`config.mk`:
```
export PLATFORM = sky130hd
export DESIGN_NAME = bcd_scan_counter_flat
export DESIGN_NICKNAME = d
export VERILOG_FILES = /design/src/rtl/bcd_scan_counter_if.sv /design/src/rtl/bcd_scan_counter.sv /design/src/flat_wrapper.sv
export SDC_FILE = /design/constraint.sdc
export NUM_CORES = 1
export LEC_CHECK = 0
export ABC_AREA = 1
export BUFFER_PORTS_ARGS = -buffer_cell sky130_fd_sc_hd__buf_4
export CORE_MARGIN = 5
export CORE_UTILIZATION = 29
export CTS_CLUSTER_DIAMETER = 80
export DETAILED_ROUTE_END_ITERATION = 12
export GPL_TIMING_DRIVEN = 0
export PLACE_DENSITY_LB_ADDON = 0.05
export SLEW_MARGIN = 20
export SYNTH_ARGS = -nofsm -noshare
export SYNTH_HDL_FRONTEND = slang
export SYNTH_SLANG_ARGS = --single-unit
```
`constraint.sdc`:
```
create_clock -name clk -period 3.3 [get_ports clk]
set_clock_uncertainty 0.1 [all_clocks]
set_input_delay 0.825 -clock clk [delete_from_list [all_inputs] [get_ports clk]]
set_output_delay 0.825 -clock clk [all_outputs]
set_load 0.01 [all_outputs]
```
`src/rtl/bcd_scan_counter_if.sv`:
```
// Control and display bus of the BCD scan counter: count controls in, scanned digit out.
// The master drives en/up/clear; the slave (the counter) drives the display-side signals.
interface bcd_scan_counter_if;
    logic        en;
    logic        up;
    logic        clear;
    logic [3:0]  bcd;
    logic [3:0]  digit_sel;
    logic [15:0] count_val;
    logic        wrap;

    modport master (
        output en, up, clear,
        input  bcd, digit_sel, count_val, wrap
    );

    modport slave (
        input  en, up, clear,
        output bcd, digit_sel, count_val, wrap
    );
endinterface

```
`src/rtl/bcd_scan_counter.sv`:
```
// 4-digit BCD up/down counter with a free-running digit scanner for a multiplexed display.
// Optional feature: define LEADING_ZERO_BLANK_EN to blank leading-zero digits via digit_sel.
module bcd_scan_counter #(
    parameter int unsigned CLK_DIV  = 50_000_000,
    parameter int unsigned SCAN_DIV = 50_000
) (
    input  logic               clk,
    input  logic               rst,
    bcd_scan_counter_if.slave  cnt_io
);

    localparam int CNT_W  = (CLK_DIV  > 1) ? $clog2(CLK_DIV)  : 1;
    localparam int SCAN_W = (SCAN_DIV > 1) ? $clog2(SCAN_DIV) : 1;

    localparam logic [CNT_W-1:0]  CNT_LAST  = CNT_W'(CLK_DIV - 1);
    localparam logic [SCAN_W-1:0] SCAN_LAST = SCAN_W'(SCAN_DIV - 1);

    // Index 3 is the most significant digit, so the packed value is {d3,d2,d1,d0}.
    typedef logic [3:0][3:0] digits_t;

    typedef struct packed {
        digits_t digits;
        logic    wrap;
    } step_t;

    // One BCD count step; the carry/borrow surviving past d3 is the wrap.
    function automatic step_t bcd_step(input digits_t cur, input logic count_up);
        step_t res;
        logic  carry;
        res.digits = cur;
        res.wrap   = 1'b0;
        carry      = 1'b1;
        for (int i = 0; i < 4; i++) begin
            if (carry) begin
                if (count_up) begin
                    if (cur[i] >= 4'd9) begin
                        res.digits[i] = 4'd0;
                    end else begin
                        res.digits[i] = cur[i] + 4'd1;
                        carry         = 1'b0;
                    end
                end else begin
                    if (cur[i] == 4'd0) begin
                        res.digits[i] = 4'd9;
                    end else begin
                        res.digits[i] = cur[i] - 4'd1;
                        carry         = 1'b0;
                    end
                end
            end
        end
        res.wrap = carry;
        return res;
    endfunction

    logic [CNT_W-1:0]  cnt_pre_q, cnt_pre_d;
    logic [SCAN_W-1:0] scan_pre_q, scan_pre_d;
    logic [1:0]        scan_idx_q, scan_idx_d;
    digits_t           digits_q, digits_d;
    logic              wrap_q, wrap_d;

    logic              tick;
    logic              scan_last;
    step_t             nxt;

    assign tick      = (cnt_pre_q == CNT_LAST) && cnt_io.en;
    assign scan_last = (scan_pre_q == SCAN_LAST);
    assign nxt       = bcd_step(digits_q, cnt_io.up);

    // Count path: clear beats a simultaneous tick; the prescaler only moves while enabled.
    always_comb begin
        // NOTE: every output of a combinational block gets a default first, otherwise
        // any path that skips an assignment infers a latch.
        cnt_pre_d = cnt_pre_q;
        digits_d  = digits_q;
        wrap_d    = 1'b0;
        if (cnt_io.clear) begin
            cnt_pre_d = '0;
            digits_d  = '0;
        end else if (cnt_io.en) begin
            if (tick) begin
                cnt_pre_d = '0;
                digits_d  = nxt.digits;
                wrap_d    = nxt.wrap;
            end else begin
                cnt_pre_d = cnt_pre_q + CNT_W'(1);
            end
        end
    end

    // Scan path: free-running, untouched by en, up or clear.
    always_comb begin
        scan_pre_d = scan_pre_q + SCAN_W'(1);
        scan_idx_d = scan_idx_q;
        if (scan_last) begin
            scan_pre_d = '0;
            scan_idx_d = scan_idx_q + 2'd1;
        end
    end

    always_ff @(posedge clk) begin
        // NOTE: sequential state uses non-blocking assignments so every register samples
        // the pre-edge values, independent of statement order.
        if (rst) begin
            cnt_pre_q  <= '0;
            scan_pre_q <= '0;
            scan_idx_q <= 2'd0;
            digits_q   <= '0;
            wrap_q     <= 1'b0;
        end else begin
            cnt_pre_q  <= cnt_pre_d;
            scan_pre_q <= scan_pre_d;
            scan_idx_q <= scan_idx_d;
            digits_q   <= digits_d;
            wrap_q     <= wrap_d;
        end
    end

    logic [3:0] sel_onehot;
    logic [3:0] blank;

    assign sel_onehot = 4'b0001 << scan_idx_q;

`ifdef LEADING_ZERO_BLANK_EN
    // A digit is a leading zero when it and every more-significant digit are zero.
    always_comb begin
        blank    = 4'b0000;
        blank[3] = (digits_q[3] == 4'd0);
        blank[2] = blank[3] && (digits_q[2] == 4'd0);
        blank[1] = blank[2] && (digits_q[1] == 4'd0);
        blank[0] = 1'b0;
    end
`else
    assign blank = 4'b0000;
`endif

    assign cnt_io.bcd       = digits_q[scan_idx_q];
    assign cnt_io.digit_sel = blank[scan_idx_q] ? 4'b0000 : sel_onehot;
    assign cnt_io.count_val = digits_q;
    assign cnt_io.wrap      = wrap_q;

endmodule
```
`src/flat_wrapper.sv`:
```
// flat-port wrapper written by rule: the top's interface ports become plain ports
module bcd_scan_counter_flat 
#(
    parameter int unsigned CLK_DIV  = 50_000_000,
    parameter int unsigned SCAN_DIV = 50_000
)
  (clk, rst, cnt_io_en, cnt_io_up, cnt_io_clear, cnt_io_bcd, cnt_io_digit_sel, cnt_io_count_val, cnt_io_wrap);
  bcd_scan_counter_if cnt_io_i ();
  input  logic clk;
  input  logic rst;
  input wire logic [$bits(cnt_io_i.en)-1:0] cnt_io_en;
  input wire logic [$bits(cnt_io_i.up)-1:0] cnt_io_up;
  input wire logic [$bits(cnt_io_i.clear)-1:0] cnt_io_clear;
  output wire logic [$bits(cnt_io_i.bcd)-1:0] cnt_io_bcd;
  output wire logic [$bits(cnt_io_i.digit_sel)-1:0] cnt_io_digit_sel;
  output wire logic [$bits(cnt_io_i.count_val)-1:0] cnt_io_count_val;
  output wire logic [$bits(cnt_io_i.wrap)-1:0] cnt_io_wrap;
  assign cnt_io_i.en = cnt_io_en;
  assign cnt_io_i.up = cnt_io_up;
  assign cnt_io_i.clear = cnt_io_clear;
  assign cnt_io_bcd = cnt_io_i.bcd;
  assign cnt_io_digit_sel = cnt_io_i.digit_sel;
  assign cnt_io_count_val = cnt_io_i.count_val;
  assign cnt_io_wrap = cnt_io_i.wrap;
  bcd_scan_counter #(.CLK_DIV(CLK_DIV), .SCAN_DIV(SCAN_DIV)) u_core (.clk(clk), .rst(rst), .cnt_io(cnt_io_i));
endmodule
```
==> run_results.csv, run 1 <==
group,metric,value,unit
run_status,status,"finished, final reports clean",
timing,final-setup-viol-count,0,
cells_and_area,stdcell_count,786,
cts,htree_levels,3,
cells_and_area,drive_above_1_share,13.1,%
cells_and_area,diodes,0,
synth,synth_edf_count,0,
synth,yosysTopAreaCell,"dfxtp_1",
min_path,holdPathStages,1,
cts,cts_setup_buffers,0,
placed_design,dp_hpwl,7700,um
worst_setup_path,crit_arrival,1770,ps
worst_setup_path,cp_max_fo,11,
worst_setup_path,crit_path_end_kind,"output port",
synth,async_flop_share,0,%
min_path,min-delay-start,"u_core.scan_pre_q[0]",
cts,cts_hold_buf,0,
worst_setup_path,crit_required,2370,ps
timing,slew_headroom,66.8,%
synth,yosys-top-cells-count,"nand2_1 (114), nor2_1 (82), dfxtp_1 (61), inv_1 (61), a21oi_1 (46)",
floorplanning,row_count,42,
timing,post-route-period-util,81.5,%
floorplanning,start_util,29.3,%
synth,synth-warning-count,0,
drt,drt-initial-drc-count,269,
drt,dr.pass1.iters,4,
cts,cts.sinks,61,
synth,yosysMostFrequentCell,"nand2_1",
min_path,holdPathEnd,"u_core.scan_pre_q[0]",
min_path,hp-class,"flip-flop to flip-flop",
synth,syn_inst,569,
worst_setup_path,rr_endpoint,"u_core.cnt_io.count_val[15]",
floorplanning,core,0.0131,mm^2
synth,ys_seq_area_share,31.9,%
floorplanning,dieArea,0.0156,mm^2
power_and_ir_drop,cellPowerDensity,383,mW/mm^2
run,maxCapViolations,0,
placed_design,placed_cells,773,
global_routing,grt_max_degree,12,
worst_setup_path,ff2ff_path_depth,8,
cts,worstSkewPairLatency,330,ps
global_routing,grt_pass1_vias,3580,
timing,period_needed,2690,ps
worst_setup_path,reg2reg_from,"u_core.cnt_io.count_val[4]",
global_routing,grt_pass1_wl,17400,um
synth,ys_ff_latch,61,
timing,layout_setup_ws,610,ps
worst_setup_path,r2r_setup_slack,1140,ps
placed_design,port_buffers,28,
timing,rsz0062_at_grt,"no",
cts,cts_buffer_depth,2,
global_routing,antenna_found_initial,0,
timing,hold_viol,0,
synth,syn_area,0.00383,mm^2
drt,via_count,3645,
power_and_ir_drop,power_leakage,1.89,nW
drt,ant_nets,0,
drt,drc,0,
floorplanning,io_pins,30,
timing,fmax,372,MHz
cells_and_area,nets,635,
power_and_ir_drop,p_total,1.74,mW
floorplanning,die_width,125,um
cells_and_area,areaGrowthSynthToFinish,18.8,%
timing,slew_viol_final,0,
placed_design,place_ws,777,ps
timing,timing.hold.ws,354,ps
global_routing,grt_use_total,13.5,%
drt,vias_per_cell,4.64,
power_and_ir_drop,vdd_drop_max,0.189,mV
synth,synthFlopType,"dfxtp_1",
global_routing,gr-total-overflow,0,
cts,cts.clk_slew.worst_paths,50,ps
cts,cts_tree,"yes",
cts,numCtsBuffers,9,
synth,synth_nets,596,
worst_setup_path,path_class,"flip-flop to output port",
synth,synth_top_area_share,31.9,%
synth,synth.avg_cell_area,6.73,um^2
timing,tns,0,ps
timing,tightest_slew,498,ps
floorplanning,dieHeight,125,um
worst_setup_path,crit_path_start_kind,"flip-flop",
drt,route.detailed.wl_per_inst,12.7,um
cts,cts_resized,0,
drt,finalWirelength,10000,um
cts,cts-root-buf,"clkbuf_16",
synth,synth_cell_types,40,
placed_design,place.gp.congestion,0.865,
synth,synthTopCellsByArea,"dfxtp_1 (32%), nand2_1 (11%), nor2_1 (8.0%)",
==> state kept, by name (all words and copies together) (netlist names) <==
| register | cells |
|---|---|
| u_core.cnt_io.count_val | 16 |
| u_core.cnt_io.wrap | 1 |
| u_core.scan_pre_q | 16 |
| u_core.scan_idx_q | 2 |
| u_core.cnt_pre_q | 26 |
==> worst max-delay path by stage <==
stage	start	end	slack [ps]	cells past startpoint
after floorplan	u_core.scan_idx_q[0]	cnt_io_bcd[0]	1300	4
after CTS	u_core.scan_idx_q[0]	cnt_io_bcd[3]	540	5
final	u_core.scan_idx_q[0]	cnt_io_bcd[3]	610	5
after detailed placement	rst	u_core.cnt_pre_q[3]	780	7
after global routing	u_core.scan_idx_q[0]	cnt_io_bcd[3]	390	5
after global placement	rst	u_core.cnt_pre_q[3]	740	7
==> cell usage in the layout (no fill, tap or decap), types with 3 or more instances in the layout <==
master / instances
nand2_1: 114
nor2_1: 82
inv_1: 61
dfxtp_1: 61
a21oi_1: 46
nand3_1: 42
o21ai_0: 35
buf_4: 30
ha_1: 22
xor2_1: 12
nor3_1: 11
nand4_1: 11
clkbuf_16: 9
nor2_2: 8
nor3b_1: 6
buf_2: 6
a31oi_1: 5
inv_2: 4
clkbuf_1: 3
nor4_1: 3
nand2_2: 3
nand3_2: 3
xnor2_1: 3
==> per-layer routing <==
metal  global-route usage (%)  routed length, um
met5                        0                  0
met4                     5.61                221
met3                     2.70                402
met2                     21.3               4390
met1                     18.2               5000
==> cell families after synthesis <==
group           share of synthesized area (%)
buf+inv                                  8.76
fa+ha+maj                                7.19
xor+xnor                                 3.43
simple gates                             34.8
flops                                    31.9
compound gates                           13.9
==> metrics by stage <==
step | area (um^2) | utilization, %
after floorplan | 3830 | -
after CTS | 4550 | 34.7
after global placement | 4260 | 32.5
after global routing | 4550 | 34.7
final | 4550 | 34.7
after detailed placement | 4260 | 32.5
==> power by group <==
part	leakage [nW]	switching (mW)	internal [mW]
sequential	0.492	0.00257	0.741
combinational	1.26	0.0402	0.0169
clock	0.143	0.331	0.611
==> layout make-up <==
cell class,count,area [um^2]
clock inverters,2,35.0
multi-input cells,427,2270
plain buffers,14,83.8
fillers,1431,8540
flip-flops and latches,61,1220
clock buffers,11,253
well taps,176,220
repair buffers,28,210
inverters,67,251
==> worst max-delay path: stages, from the launching register on <==
cell,delay [ps]
dfxtp_1,390
inv_1,190
clkbuf_1,420
a21oi_1,140
a21oi_1,150
buf_4,140
No activity file was read; power rests on OpenSTA's default activity.
==> inputs of run 2 (changes only) <==
==> constraint.sdc (replaced) <==
create_clock -name clk -period 2.3 [get_ports clk]
set_clock_uncertainty 0.1 [all_clocks]
set_input_delay 0.575 -clock clk [delete_from_list [all_inputs] [get_ports clk]]
set_output_delay 0.575 -clock clk [all_outputs]
set_load 0.01 [all_outputs]
==> run_results.csv, run 2 (synthesis results as in run 1) <==
group,metric,value,unit
worst_setup_path,ff2ff_path_depth,8,
floorplanning,core,0.0131,mm^2
power_and_ir_drop,power_leakage,1.90,nW
worst_setup_path,r2r_setup_slack,160,ps
cells_and_area,drive_above_1_share,13.4,%
cells_and_area,largest_reg_flops,26,
cts,cts_buffer_depth,2,
cts,cts.clk_slew.worst_paths,50,ps
cts,cts-root-buf,"clkbuf_16",
floorplanning,start_util,29.3,%
timing,fmax,460,MHz
timing,tightest_slew,461,ps
cells_and_area,areaGrowthSynthToFinish,18.9,%
worst_setup_path,crit_path_start_kind,"flip-flop",
timing,post-route-period-util,94.5,%
timing,slew_viol_final,0,
power_and_ir_drop,cellPowerDensity,549,mW/mm^2
cells_and_area,nets,635,
drt,route.detailed.wl_per_inst,12.7,um
timing,final-setup-viol-count,0,
global_routing,grt_pass1_wl,17400,um
worst_setup_path,rr_endpoint,"u_core.cnt_io.count_val[15]",
cells_and_area,final_util,34.8,%
cells_and_area,diodes,0,
cells_and_area,fillers,1433,
cells_and_area,regMostFlops,"u_core.cnt_pre_q",
worst_setup_path,crit_required,1620,ps
global_routing,antenna_found_initial,0,
worst_setup_path,crit_path_end_kind,"output port",
cells_and_area,final_cell_mix,"nand2_1 (114), nor2_1 (82), inv_1 (61)",
floorplanning,row_count,42,
worst_setup_path,cp_max_fo,7,
drt,finalWirelength,10000,um
drt,drc,0,
floorplanning,io_pins,30,
cts,worstSkewPairLatency,330,ps
cts,htree_levels,3,
timing,rsz0062_at_grt,"no",
timing,period_needed,2170,ps
cells_and_area,final_common_cell,"nand2_1",
cells_and_area,fin_area,0.00455,mm^2
global_routing,grt_pass1_vias,3584,
global_routing,gr-total-overflow,0,
timing,hold_viol,0,
floorplanning,dieHeight,125,um
run_status,status,"finished, final reports clean",
drt,dr.pass1.iters,4,
cts,cts_tree,"yes",
placed_design,place.gp.congestion,0.865,
worst_setup_path,reg2reg_from,"u_core.cnt_io.count_val[4]",
worst_setup_path,crit_arrival,1500,ps
cts,numCtsBuffers,9,
global_routing,grt_max_degree,12,
min_path,hp-class,"input pin to flip-flop",
min_path,holdPathStages,2,
timing,slew_headroom,69.2,%
drt,ant_nets,0,
power_and_ir_drop,p_total,2.50,mW
drt,drt-initial-drc-count,259,
placed_design,dp_hpwl,7700,um
min_path,holdPathEnd,"u_core.scan_idx_q[0]",
global_routing,grt_use_total,13.5,%
min_path,min-delay-start,"rst",
drt,via_count,3653,
floorplanning,dieArea,0.0156,mm^2
placed_design,dpl_cell_area,0.00426,mm^2
cts,cts.sinks,61,
power_and_ir_drop,vdd_drop_max,0.271,mV
drt,vias_per_cell,4.65,
floorplanning,die_width,125,um
run,maxCapViolations,0,
worst_setup_path,path_class,"flip-flop to output port",
placed_design,port_buffers,28,
[run 2: cell counts in the layout (fill, tap and decap cells not counted)]
Identical to the previous run, type by type.
[run 2: repair_timing]
| item | CTS | global route |
|---|---|---|
| pin swaps | 0 | 0 |
| buffers inserted | 0 | 0 |
| hold endpoints to repair | 0 | 0 |
| gates cloned | 0 | 0 |
| hold buffers | 0 | 0 |
| resized for setup | 2 | 2 |
| endpoints found under the setup margin | 6 | 4 |
[run 2: report_power, final]
part / leakage [nW] / internal, mW / switching, mW / total [mW]
combinational: 1.26 / 0.0243 / 0.0576 / 0.0819
clock: 0.143 / 0.877 / 0.474 / 1.35
sequential: 0.492 / 1.06 / 0.00368 / 1.07
[run 2: cell type report]
class | instances | area [um^2] | share of cell area [%]
sequential | 61 | 1220 | 26.9
clock inverter | 2 | 35.0 | 0.770
tap | 176 | 220 | 4.84
clock buffer | 11 | 253 | 5.55
inverter | 67 | 251 | 5.53
multi-input combinational | 427 | 2270 | 49.9
timing repair buffer | 28 | 210 | 4.62
buffer | 14 | 87.6 | 1.92
[run 2: worst max path at each step]
| stage | start | end | slack (ps) | cells past startpoint |
|---|---|---|---|---|
| after CTS | u_core.scan_idx_q[0] | cnt_io_bcd[0] | 40 | 5 |
| after floorplan | u_core.cnt_io.count_val[4] | u_core.cnt_io.count_val[15] | 500 | 8 |
| final | u_core.cnt_io.count_val[4] | cnt_io_bcd[0] | 130 | 5 |
| after global placement | rst | u_core.cnt_pre_q[3] | -8 | 7 |
| after detailed placement | rst | u_core.cnt_pre_q[3] | 30 | 7 |
| after global routing | u_core.scan_idx_q[1] | cnt_io_bcd[3] | 8 | 5 |
[run 2: per-layer routing]
layer | GRT usage [%] | vias up | wire length, um
met5 | 0 | - | 0
met2 | 21.3 | 63 | 4390
met4 | 5.61 | 0 | 221
li1 | - | 1947 | -
met3 | 2.70 | 18 | 430
met1 | 18.2 | 1625 | 4960
[run 2: stage by stage]
step | cells | TNS, ps | hold slack [ps] | setup slack, ps
CTS | 786 | 0 | 326 | 40.0
global placement | 773 | -7.76 | 337 | -7.76
floorplan | 569 | 0 | 317 | 498
finish | 786 | 0 | 339 | 126
global route | 786 | 0 | 340 | 8.41
detailed placement | 773 | 0 | 351 | 27.1
[run 2: worst max-delay path, stage by stage (launching register included)]
cell     delay, ps
dfxtp_1        470
inv_1          170
o21ai_0        180
a21oi_1         60
a21oi_1        150
buf_4          140
